**src/rtl/align_requant_pkg.sv**
```systemverilog
// align_pkg: shared constants, the S1->S2 stage record and the binary-point
// difference helper used by align_requant.
package align_pkg;

    localparam int OPBP_W     = 5;
    localparam int RSBP_W     = 4;
    localparam int MAX_LSHIFT = 15;
    // Wide enough for IN_W + MAX_LSHIFT with IN_W up to 49.
    localparam int EXT_W      = 64;

    typedef struct packed {
        logic                    valid;
        logic signed [EXT_W-1:0] value;
        logic                    rnd;
    } stage_t;

    function automatic logic signed [6:0] bp_diff(
        input logic [OPBP_W-1:0] opbp,
        input logic [RSBP_W-1:0] rsbp
    );
        return signed'({2'b00, opbp}) - signed'({3'b000, rsbp});
    endfunction

endpackage

```
**src/rtl/align_requant_sat.sv**
```systemverilog
// align_sat: adds the rounding increment to an aligned value and clamps it
// to the signed OUT_W range. Rounding is built only with ALIGN_ROUND_EN.
module align_sat #(
    parameter int W     = 64,
    parameter int OUT_W = 8
) (
    input  logic signed [W-1:0] i_value,
    input  logic                i_rnd,
    output logic [OUT_W-1:0]    o_data,
    output logic                o_sat
);

    localparam logic signed [W-1:0] W_MAX = {{(W-OUT_W+1){1'b0}}, {(OUT_W-1){1'b1}}};
    localparam logic signed [W-1:0] W_MIN = {{(W-OUT_W+1){1'b1}}, {(OUT_W-1){1'b0}}};

    logic signed [W-1:0] w_sum;
    logic                w_hi;
    logic                w_lo;

`ifdef ALIGN_ROUND_EN
    assign w_sum = i_value + W'(i_rnd);
`else
    logic w_unused_rnd;
    assign w_unused_rnd = i_rnd;
    assign w_sum        = i_value;
`endif

    assign w_hi   = w_sum > W_MAX;
    assign w_lo   = w_sum < W_MIN;
    assign o_sat  = w_hi || w_lo;
    assign o_data = w_hi ? W_MAX[OUT_W-1:0] : w_lo ? W_MIN[OUT_W-1:0] : w_sum[OUT_W-1:0];

endmodule

```
**src/rtl/align_requant.sv**
```systemverilog
// align_requant: re-aligns a signed sample between binary points and requantises
// it to OUT_W bits (S1 shift, S2 round/saturate). ALIGN_ROUND_EN enables rounding.
module align_requant
    import align_pkg::*;
#(
    parameter int IN_W  = 24,
    parameter int OUT_W = 8,
    parameter int CNT_W = 16
) (
    input  logic              clk,
    input  logic              rst_n,
    input  logic              in_valid,
    output logic              in_ready,
    input  logic [IN_W-1:0]   in_data,
    input  logic [OPBP_W-1:0] in_opbp,
    input  logic [RSBP_W-1:0] in_rsbp,
    output logic              out_valid,
    input  logic              out_ready,
    output logic [OUT_W-1:0]  out_data,
    output logic              out_sat,
    output logic [CNT_W-1:0]  sat_cnt,
    input  logic              sat_clr
);

    stage_t                  r_s1;
    logic                    r_s2_valid;
    logic [OUT_W-1:0]        r_out_data;
    logic                    r_out_sat;
    logic [CNT_W-1:0]        r_sat_cnt;

    logic signed [6:0]       w_d;
    logic                    w_neg;
    logic [4:0]              w_amt;
    logic signed [EXT_W-1:0] w_ext;
    logic signed [EXT_W-1:0] w_shifted;
    logic                    w_rnd;
    logic                    w_s1_load;
    logic                    w_s2_load;
    logic [OUT_W-1:0]        w_sat_data;
    logic                    w_sat;

    assign w_d       = bp_diff(in_opbp, in_rsbp);
    assign w_neg     = w_d[6];
    assign w_amt     = 5'(w_neg ? -w_d : w_d);
    assign w_ext     = {{(EXT_W-IN_W){in_data[IN_W-1]}}, in_data};
    // The wide arithmetic shift gives sign fill for right shifts of IN_W or more.
    assign w_shifted = w_neg ? (w_ext <<< w_amt) : (w_ext >>> w_amt);

`ifdef ALIGN_ROUND_EN
    logic [5:0] w_ridx;
    assign w_ridx = {1'b0, w_amt} - 6'd1;
    assign w_rnd  = !w_neg && (w_amt != 5'd0) && w_ext[w_ridx];
`else
    assign w_rnd  = 1'b0;
`endif

    assign w_s2_load = !r_s2_valid || out_ready;
    assign w_s1_load = !r_s1.valid || w_s2_load;
    assign in_ready  = w_s1_load;

    always_ff @(posedge clk or negedge rst_n) begin
        if (!rst_n)
            r_s1 <= '0;
        else if (w_s1_load)
            r_s1 <= '{valid: in_valid, value: w_shifted, rnd: w_rnd};
    end

    align_sat #(
        .W     (EXT_W),
        .OUT_W (OUT_W)
    ) u_sat (
        .i_value (r_s1.value),
        .i_rnd   (r_s1.rnd),
        .o_data  (w_sat_data),
        .o_sat   (w_sat)
    );

    always_ff @(posedge clk or negedge rst_n) begin
        if (!rst_n) begin
            r_s2_valid <= 1'b0;
            r_out_data <= '0;
            r_out_sat  <= 1'b0;
        end else if (w_s2_load) begin
            r_s2_valid <= r_s1.valid;
            if (r_s1.valid) begin
                r_out_data <= w_sat_data;
                r_out_sat  <= w_sat;
            end
        end
    end

    always_ff @(posedge clk or negedge rst_n) begin
        if (!rst_n)
            r_sat_cnt <= '0;
        else if (sat_clr)
            r_sat_cnt <= '0;
        else if (r_s2_valid && out_ready && r_out_sat && !(&r_sat_cnt))
            r_sat_cnt <= r_sat_cnt + CNT_W'(1);
    end

    assign out_valid = r_s2_valid;
    assign out_data  = r_out_data;
    assign out_sat   = r_out_sat;
    assign sat_cnt   = r_sat_cnt;

endmodule

```
**config.mk**
```make
export PLATFORM = sky130hd
export DESIGN_NAME = align_requant
export DESIGN_NICKNAME = d
export VERILOG_FILES = /design/src/rtl/align_requant_pkg.sv /design/src/rtl/align_requant_sat.sv /design/src/rtl/align_requant.sv
export SDC_FILE = /design/constraint.sdc
export NUM_CORES = 1
export LEC_CHECK = 0
export BUFFER_PORTS_ARGS = -buffer_cell sky130_fd_sc_hd__buf_2
export CELL_PAD_IN_SITES_DETAIL_PLACEMENT = 1
export CELL_PAD_IN_SITES_GLOBAL_PLACEMENT = 1
export CORE_MARGIN = 1
export CORE_UTILIZATION = 30
export CTS_BUF_LIST = sky130_fd_sc_hd__clkbuf_2
export DETAILED_ROUTE_END_ITERATION = 10
export PLACE_DENSITY_LB_ADDON = 0.05
export SETUP_SLACK_MARGIN = 0.02
export SKIP_LAST_GASP = 1
export SLEW_MARGIN = 40
export SYNTH_ARGS = -nofsm -noshare
export SYNTH_HDL_FRONTEND = slang
export SYNTH_SLANG_ARGS = --single-unit
```
**constraint.sdc**
```tcl
create_clock -name clk -period 4.7 [get_ports clk]
set_input_delay 0.94 -clock clk [delete_from_list [all_inputs] [get_ports clk]]
set_output_delay 0.94 -clock clk [all_outputs]
set_load 0.005 [all_outputs]
```
==> results.tsv <==
metric	value	unit
status	complete, no violations	
yosysSeqAreaShare	28.9	%
register_area	2050	µm²
clk_latency	0.57	ns
fillerInstances	2825	
cts.repair.resized	0	
path_common_cell	inv_1	
synthFlopType	dfrtp_1	
routed_wl	32.7	mm
cts_root_buf	clkbuf_2	
slowest_delay	0.52	ns
crit_chain	buf_2 -> inv_1 -> ha_2 -> inv_1 -> fa_1 -> inv_1 -> ha_1 -> or3_1 -> nor3_1 -> buf_4 -> nor2_4 -> buf_4 -> nor4_1 -> nor4_2 -> a221oi_1 -> nor2_1	
ctsHoldBuffers	0	
clock_skew	0.0278	ns
tightest_slew	0.911	ns
synth_seq_cells	82	
syn-num-nets	968	
detail-route-antenna-nets	0	
grt_pass1_vias	7893	
critPathBufInv	6	
die_h	156	µm
first_pass_iters	5	
final-instance-count-excl-fill	1287	
clock_sinks	82	
max_freq	254	MHz
grt_overflow_total	0	
grt_pass1_wl	49.7	mm
drive_above_1_share	16.4	%
async_flop_share	100	%
rsz0062_at_grt	no	
ys_types	70	
dp_slack	0.171	ns
cts_buffers	9	
ctsLongestPathBuffers	2	
avgSynthCellArea	7.68	µm²
grt_max_degree	59	
yosys_warnings	0	
vias_per_cell	6.13	
min_path_type	in -> async	
gr-usage-all-layers	27.2	%
antenna_found_initial	1	
num_vias	7893	
ir_drop	0.141	mV
arrival	4.43	ns
die_area	24300	µm²
finalHoldViolations	0	
numPortBuffers	64	
dr.first_iter.drc_count	591	
clkTransAtPathRegs	0.27	ns
worstSetupStartpointType	input port	
multi_input_area	4720	µm²
die_w	156	µm
initial_core_util	30.9	%
cts_tree	done	
postCtsSetupRepairBufs	0	
syn_inst	923	
area_delta_synth_final	12.6	%
setup_violations	0	
cap_violations	0	
io-pin-count	65	
crit_family	simple AND/OR/NAND/NOR gates	
required	5.19	ns
total_power	0.00298	W
fin_crit_sh	83.9	%
syn_area	7090	µm²
nNetsFinal	1013	
relSlewSlack	39.3	%
core_area	22900	µm²
htreeDepth	3	
drv_slew	0	
place_congestion	0.904	
layout_min_cycle_time	3.94	ns
cp_slowest_cell	fa_1	
cp_max_fo	18	
synth-edff-count	0	
dp.cells	1270	
place_area	7890	µm²
post-route-cell-area	7980	µm²
rows	55	
wl_per_cell	25.4	µm
setup_ws	0.756	ns
dp_hpwl	24.9	mm
crit_path_end_kind	flop	
critPathKind	in -> reg	
p_leak	3.27	nW
drc	0	
power.density	373	nW/µm²
placed cells by master (no fill, tap or decap), types with 30 or more instances in the layout:
master / netlist / final
nand2_1: 107 / 107
nor2_1: 91 / 89
dfrtp_1: 82 / 82
buf_2: 22 / 63
o21ai_0: 55 / 53
a21oi_1: 51 / 51
buf_4: 0 / 38
nor3_1: 37 / 36
a211oi_1: 33 / 33
nand3_1: 30 / 30
layer usage:
metal	wire length, µm	global-route usage (%)
met1	15200	38.2
met3	1880	3.67
met2	14600	42.7
met5	0	0
met4	1060	9.48
power breakdown:
| part | switching (W) | internal (W) | leakage [nW] |
|---|---|---|---|
| registers | 0.000136 | 0.000843 | 1.01 |
| clock network | 0.000279 | 0.0000732 | 0.0599 |
| logic | 0.00108 | 0.000561 | 2.21 |
stage by stage:
step	TNS, ns	utilization (%)	hold slack, ns
2_1_floorplan	0	-	0.440
3_3_place_gp	-0.0724	34.4	0.458
3_5_place_dp	0	34.4	0.464
4_1_cts	0	34.8	0.352
5_1_grt	0	34.8	0.353
6_report	0	34.8	0.335
synth_stat cells, types with 4 or more instances:
library cell  instances  area, µm²
a31oi_1              27        169
o21ai_0              55        275
mux2_2                8       90.1
nor2_1               91        342
o2111ai_1             7       61.3
a211oi_1             33        248
inv_1                18       67.6
o21ai_1               5       25.0
clkbuf_1             45        169
mux4_2                7        158
a22oi_1              21        158
ha_1                  6       75.1
a21o_1               10       75.1
o211ai_1             16        120
and3_1                7       43.8
nand4_1              23        144
or2_2                 4       25.0
o21a_1                5       37.5
dfrtp_1              82       2050
a22o_1                8       70.1
nand2_1             107        402
buf_2                22        110
o31ai_1              14        105
a21oi_1              51        255
xnor2_1               6       52.6
a221oi_1              4       35.0
or3_1                13       81.3
o311ai_0              4       35.0
nor3_1               37        185
a31o_2                6       52.6
xor2_1               10       87.6
o22ai_1              11       68.8
nor4_1               23        144
nand2b_1             18        113
mux2i_1              18        180
a211o_1              12        105
nor2b_1               7       43.8
o22a_1                5       43.8
o221a_2               4       45.0
nand3_1              30        150
worst reg2reg max path: cells and delay by family (launching register included):
| kind | cells | cell delay [ns] |
|---|---|---|
| and+or+nand+nor | 6 | 1.43 |
| AOI/OAI and AO/OA | 1 | 0.56 |
| xor gates and xnor gates | 1 | 0.17 |
| DFF | 1 | 0.51 |
cell type report:
class                      instances  area share [%]
inverter                          18           0.846
multi-input combinational        753            59.1
clock inverter                     6           0.533
timing repair buffer             104            8.27
tap                              313            4.91
antenna                            1          0.0313
clock buffer                      10           0.627
sequential                        82            25.7
kinds of logic after synthesis:
kind of cell	count (synthesis)	share of synthesized area, %
buffers and inverters	88	5.05
multiplexers	33	6.03
AND/OR/NAND/NOR	369	24.5
adder cells (fa/ha/maj)	7	1.34
XOR/XNOR	17	2.21
AO/OA/AOI/OAI	327	31.9
flip-flops	82	28.9
worst paths after layout:
kind / startpoint / slack [ns] / to / cells past startpoint
worst max-delay path: in_opbp[0] / 0.76 / r_s1[34] / 16
worst min-delay path: rst_n / 0.33 / sat_cnt[7] / 1
worst max register to register: sat_cnt[7] / 1.92 / sat_cnt[9] / 8
worst min register to register: out_data[1] / 0.51 / out_data[1] / 2
max in group asynchronous: rst_n / 3.36 / r_s1[54] / 2
min in group clk: out_data[1] / 0.51 / out_data[1] / 2
sequential cells by signal (all words and copies together), names as in the netlist:
register,flops
out_data,8
out_sat,1
out_valid,1
r_s1,56
sat_cnt,16
Power figures use the tool's default switching activity.
